`src/rtl/bch_chien_search_ctrl.sv`:
```
// bch_chien_search_ctrl
//
// Chien search sequencer for the GF(2^13) BCH decoder.
// It loads T+1 pre-scaled error-locator coefficients into a register ribbon.
// Once per position it steps each ribbon entry r_j by alpha^j and XORs the ribbon.
// Each position where the sum is zero is reported as an error location.
//
// Ports:
//   clk         rising-edge clock
//   rst_n       asynchronous active-low reset
//   coef_valid  coefficient beat valid
//   coef_ready  block accepts a coefficient (IDLE/LOAD only)
//   coef_data   lambda_j, beats in order j = 0..T
//   deg         degree of Lambda, sampled with beat j = 0
//   err_valid   error position valid
//   err_ready   downstream accepts the error position
//   err_pos     position index i with Lambda(step i) == 0
//   done        one-cycle pulse when the search of a codeword ends
//   err_cnt     number of zeros found (saturates at 63), held until next load
//   fail        err_cnt != deg_latched or deg_latched > T, held like err_cnt
//
// Build option:
//   CHIEN_EARLY_EXIT_EN  when defined, the search stops right after the
//                        error handshake that brings err_cnt up to the latched
//                        degree (or up to T). The remaining positions are skipped.

module bch_chien_search_ctrl #(
    parameter int          T    = 32,
    parameter int          N    = 8191,
    parameter logic [12:0] POLY = 13'h001B
) (
    input  logic        clk,
    input  logic        rst_n,
    input  logic        coef_valid,
    output logic        coef_ready,
    input  logic [12:0] coef_data,
    input  logic [5:0]  deg,
    output logic        err_valid,
    input  logic        err_ready,
    output logic [12:0] err_pos,
    output logic        done,
    output logic [5:0]  err_cnt,
    output logic        fail
);

    localparam int BW = $clog2(T + 1);

    typedef enum logic [2:0] {IDLE, LOAD, SEARCH, HOLD, DONE} state_t;

    state_t       state;
    logic [12:0]  ribbon      [0:T];
    logic [12:0]  ribbon_next [0:T];
    logic [12:0]  sum;
    logic [BW-1:0] beat_idx;
    logic [12:0]  pos;
    logic [5:0]   deg_latched;
    logic         last_hit;
    logic [5:0]   err_cnt_inc;
    logic         fail_now;
    logic         early_exit;

    // Multiply by alpha: shift left, then fold x^13 back in through the primitive polynomial.
    function automatic logic [12:0] mul_alpha(input logic [12:0] x);
        return {x[11:0], 1'b0} ^ (x[12] ? POLY : 13'd0);
    endfunction

    // j-fold alpha multiply. The loop bound is constant, so this unrolls into a fixed chain.
    function automatic logic [12:0] mul_alpha_pow(input logic [12:0] x, input int j);
        logic [12:0] v;
        v = x;
        for (int k = 0; k < T; k++) begin
            if (k < j) v = mul_alpha(v);
        end
        return v;
    endfunction

    // Next ribbon contents and the XOR sum that evaluates Lambda at the current position.
    always_comb begin
        sum = '0;
        for (int j = 0; j <= T; j++) begin
            ribbon_next[j] = mul_alpha_pow(ribbon[j], j);
            sum            = sum ^ ribbon[j];
        end
    end

    assign err_cnt_inc = (err_cnt == 6'd63) ? err_cnt : err_cnt + 6'd1;
    assign fail_now    = (err_cnt != deg_latched) || (int'(deg_latched) > T);

`ifdef CHIEN_EARLY_EXIT_EN
    // err_cnt already counts the zero being handed off while in HOLD.
    assign early_exit = (err_cnt == deg_latched) || (int'(err_cnt) == T);
`else
    assign early_exit = 1'b0;
`endif

    // Control FSM. It also owns the ribbon and all registered outputs.
    // done is a default-low pulse. It is set only on entry into DONE.
    always_ff @(posedge clk or negedge rst_n) begin
        if (!rst_n) begin
            state       <= IDLE;
            coef_ready  <= 1'b0;
            err_valid   <= 1'b0;
            err_pos     <= '0;
            done        <= 1'b0;
            err_cnt     <= '0;
            fail        <= 1'b0;
            beat_idx    <= '0;
            pos         <= '0;
            deg_latched <= '0;
            last_hit    <= 1'b0;
            for (int j = 0; j <= T; j++) ribbon[j] <= '0;
        end else begin
            done <= 1'b0;
            case (state)
                IDLE: begin
                    coef_ready <= 1'b1;
                    if (coef_valid && coef_ready) begin
                        ribbon[0]   <= coef_data;
                        deg_latched <= deg;
                        err_cnt     <= '0;
                        fail        <= 1'b0;
                        beat_idx    <= BW'(1);
                        state       <= LOAD;
                    end
                end
                LOAD: begin
                    if (coef_valid && coef_ready) begin
                        ribbon[beat_idx] <= coef_data;
                        beat_idx         <= beat_idx + BW'(1);
                        if (beat_idx == BW'(T)) begin
                            coef_ready <= 1'b0;
                            pos        <= '0;
                            last_hit   <= 1'b0;
                            state      <= SEARCH;
                        end
                    end
                end
                SEARCH: begin
                    // The ribbon and the position advance on every step, including a zero step.
                    for (int j = 0; j <= T; j++) ribbon[j] <= ribbon_next[j];
                    pos <= pos + 13'd1;
                    if (sum == 13'd0) begin
                        err_pos   <= pos;
                        err_valid <= 1'b1;
                        err_cnt   <= err_cnt_inc;
                        last_hit  <= (pos == 13'(N - 1));
                        state     <= HOLD;
                    end else if (pos == 13'(N - 1)) begin
                        done  <= 1'b1;
                        fail  <= fail_now;
                        state <= DONE;
                    end
                end
                HOLD: begin
                    if (err_ready) begin
                        err_valid <= 1'b0;
                        if (last_hit || early_exit) begin
                            done  <= 1'b1;
                            fail  <= fail_now;
                            state <= DONE;
                        end else begin
                            state <= SEARCH;
                        end
                    end
                end
                DONE: begin
                    coef_ready <= 1'b1;
                    state      <= IDLE;
                end
                default: state <= IDLE;
            endcase
        end
    end

endmodule

```
`config.mk`:
```
export PLATFORM = sky130hd
export DESIGN_NAME = bch_chien_search_ctrl
export DESIGN_NICKNAME = d
export VERILOG_FILES = /design/src/rtl/bch_chien_search_ctrl.sv
export SDC_FILE = /design/constraint.sdc
export NUM_CORES = 2
export LEC_CHECK = 0
export ABC_AREA = 1
export CAP_MARGIN = 20
export CORE_ASPECT_RATIO = 2
export CORE_MARGIN = 2
export CORE_UTILIZATION = 60
export DETAILED_ROUTE_END_ITERATION = 6
export DONT_BUFFER_PORTS = 1
export GPL_ROUTABILITY_DRIVEN = 0
export MAX_ROUTING_LAYER = met4
export PLACE_DENSITY = 0.76
export SYNTH_ARGS = -nofsm -noshare
export SYNTH_HDL_FRONTEND = slang
export SYNTH_SLANG_ARGS = --single-unit
```
`constraint.sdc`:
```
create_clock -name clk -period 3.9 [get_ports clk]
set_input_delay 0.585 -clock clk [delete_from_list [all_inputs] [get_ports clk]]
set_output_delay 0.585 -clock clk [all_outputs]
set_load 0.02 [all_outputs]
```
==> run metrics <==
chip height=358.7 microns; compound-cell area share of the yosys netlist=13.68%; area share of xor/xnor cells in the synthesized design=around a quarter; Rows=130; worst hold-check slack=-0.3065 ns; critical path, cell by cell=xnor2_1 > nand2_1 > nand2_1 > inv_1 > nand2_1 > nand2_1 > nand2_1 > nand2_1 > nand2_1 > nand2_1 > inv_1 > nand2_1 > nand3_1 > nand2_1 > nor2_1 > nand3_1 > buf_4 > mux2_1; share of the yosys chip area belonging to registers=between 30% and 40%; final routed DRC violation total=0; crit path capture type=flop; filler cell count=5421; average size of a mapped cell=around 7.4 sq um; top-level I/O count=46; total die area=~65000 sq um; share of cells above drive strength 1=around 5.3%; dominant combinational cell family by area after synthesis=XOR/XNOR gates; first-iteration detailed-routing DRC count=approximately 4200; unrepaired setup endpoints after global routing=no; unique cell type count in the Yosys netlist=55; maximum number of buffers from clock root to sink=3; total routed wirelength=133200 microns; number of pins exceeding their max-slew limit in the final report=approximately 380; post-detailed-placement half-perimeter wirelength=between 90000 and 100000 microns; transition at the pin with the smallest max-transition slack=between 2 and 2.5 ns; Wirelength per Cell=about 23 microns; proportion of synthesized flip-flops having asynchronous set or reset=100.0%; DRT antenna net count=0; max cap viols=0; violations in the final reports=negative hold slack, max-slew violations; share of synthesized cell area in full adder, half adder and majority cells=less than 1%; count of port buffers added during placement=0; synthesized netlist net count=between 5000 and 6000; width of the chip=around 180 microns; detailed-router iteration count before antenna repair=7; most common cell after layout, fill and taps aside=nand2_1; Core Area=between 60000 and 70000 sq um; number of buffer and inverter instances along the worst setup path=3; synth warn=0; clock tree from TritonCTS=done; share of synthesized area spent on multiplexers=less than 1%; Total GRT Usage=a little over two fifths; flip-flop cell with the highest count after synthesis=dfrtp_1; number of buffers inserted during clock tree synthesis=between 40 and 50; required time of the critical path=around 4.4 ns; Tcrit/Tclk final=a little over 90%; netlist area before placement=37750 sq um; Top Family by Delay on Critical Path=simple AND/OR/NAND/NOR gates; global-route wire length before repair=200100 microns; area overhead of the layout relative to synthesis=5.568%; clock slew at the register clock pins of the worst setup and hold paths=~0.07 ns; deepest level of the CTS H-tree=2; antenna violations before repair=1; number of global-route vias before repair=33646; worst clock skew=between 0.03 and 0.04 ns; Worst Hold Class=primary input to asynchronous set/reset pin; sum of overflow across all layers after global routing=0; crit-path most repeated cell=nand2_1; run status=finished, violations left; effective utilization at floorplan=approximately three fifths; classification of the worst setup path=flop to flop; most frequent cells in the layout=1343 x nand2_1, 540 x inv_1, 509 x xnor2_1, 481 x dfrtp_1, 435 x xor2_1; post-CTS repair timing setup buffer count=0; Data arrival, critical path=between 4 and 5 ns; Slew Limit Headroom=-41.18%; net total in the final layout=around 5000; vias per std cell=just over 6; cell count after synthesis=roughly 5100; final std cell area, no fill=39860 sq um; Setup-failing EPs final=0; number of sinks driven by the clock tree=between 400 and 500; Hold Vio Cnt, Final=106; Min Clock Period, post-route=3.638 ns; setup TNS=0 ns; later-pin clock latency in the skew report=~0.65 ns; Max Clock Freq=roughly 270 MHz; critical path startpoint category=flop; Post-Synth Simple-Gate Area=21.98%; number of enable flip-flop cells after synthesis=0; number of synthesized register bits=slightly below 500; vias post-DR=between 30000 and 40000; Crit Path Max Fanout=29; post-detailed-placement cell area=approximately 38000 sq um; worst-path cell with the longest stage delay=xnor2_1; root buffer cell=clkbuf_16; crit-path max cell delay=approximately 0.81 ns; maximum number of pins on one net before global-route repair=approximately 480
## cell usage after synthesis (34+ instances only)
| library cell | n | area, sq um |
|---|---|---|
| o21ai_0 | 191 | 955.9 |
| xor2_1 | 435 | 3810 |
| xor2_2 | 34 | 553.0 |
| o211ai_1 | 87 | 653.1 |
| clkbuf_1 | 206 | 773.2 |
| o221ai_1 | 161 | 1410 |
| nand3_1 | 231 | 1156 |
| or2_2 | 46 | 287.8 |
| nand2_1 | 1357 | 5094 |
| dfrtp_1 | 481 | 12040 |
| xnor2_1 | 509 | 4458 |
| nor2_1 | 309 | 1160 |
| a21oi_1 | 186 | 930.9 |
| inv_1 | 540 | 2027 |
| a31oi_1 | 132 | 825.8 |
## routing by layer
metal / wire length, microns / vias to the layer above / GRT usage, %
li1: - / 16233 / -
met1: 46960 / 16778 / 48.51
met2: 57850 / 2124 / 61.88
met3: 13890 / 681 / 8.701
met4: 14460 / 0 / 36.16
met5: 0 / - / -
## cells by family after synthesis
group	count (synthesis)
flops	481
fa+ha+maj	5
compound gates	812
xor+xnor	990
buf+inv	792
mux	10
simple gates	2036
## worst reg2reg max path, stage by stage, from the launching register on
cell and delay, ns:
dfrtp_1 0.49, xnor2_1 0.81, nand2_1 0.12, nand2_1 0.19
inv_1 0.06, nand2_1 0.08, nand2_1 0.06, nand2_1 0.10
nand2_1 0.06, nand2_1 0.05, nand2_1 0.09, inv_1 0.09
nand2_1 0.05, nand3_1 0.06, nand2_1 0.05, nor2_1 0.30
nand3_1 0.21, buf_4 0.29, mux2_1 0.34
## state kept, by name, summed over array words and instances (netlist names)
name         count
ribbon         429
err_pos         13
pos             13
beat_idx         6
deg_latched      6
err_cnt          6
state            3
coef_ready       1
done             1
err_valid        1
fail             1
last_hit         1
## stage by stage
| step | setup WS, ns | hold WS (ns) | util [%] | instances |
|---|---|---|---|---|
| 2_1_floorplan | 1.490 | 0.2894 | - | 5126 |
| 3_3_place_gp | 0.3636 | 0.3236 | 61.31 | 5730 |
| 3_5_place_dp | 0.3520 | 0.3274 | 61.31 | 5730 |
| 4_1_cts | 0.3092 | -0.3355 | 63.78 | 5814 |
| 5_1_grt | 0.1615 | -0.3244 | 63.80 | 5817 |
| 6_report | 0.2615 | -0.3065 | 63.81 | 5819 |
## worst paths after layout
path | start | slack, ns | depth (start not counted) | to
worst max-delay path | ribbon[310]$_DFFE_PN0P_ | 0.26 | 18 | err_pos[9]$_DFFE_PN0P_
worst min-delay path | rst_n | -0.31 | 0 | ribbon[139]$_DFFE_PN0P_
worst max register to register | ribbon[310]$_DFFE_PN0P_ | 0.26 | 18 | err_pos[9]$_DFFE_PN0P_
worst min register to register | deg_latched[4]$_DFFE_PN0P_ | 0.51 | 2 | deg_latched[4]$_DFFE_PN0P_
max in group asynchronous | rst_n | 2.57 | 0 | ribbon[211]$_DFFE_PN0P_
min in group clk | deg[3] | 0.08 | 2 | deg_latched[3]$_DFFE_PN0P_
## final cells by class
type | count | area [sq um] | area share [%]
Clock inverter | 17 | 181.4 | 0.4552
Multi-Input combinational cell | 3853 | 22760 | 57.10
Inverter | 554 | 2088 | 5.240
Timing Repair Buffer | 50 | 425.4 | 1.067
Sequential cell | 481 | 12040 | 30.20
Antenna cell | 5 | 12.51 | 0.03139
Clock buffer | 67 | 1363 | 3.419
Tap cell | 792 | 991.0 | 2.486
## what timing repair did
| action | CTS | global route |
|---|---|---|
| endpoints found under the hold margin | 481 | 481 |
| resized for setup | 0 | 1 |
| endpoints found under the setup margin | 0 | 1 |
Power is not shown: default switching activity piles up to over one toggle a cycle in this logic, so the estimate is an artifact.
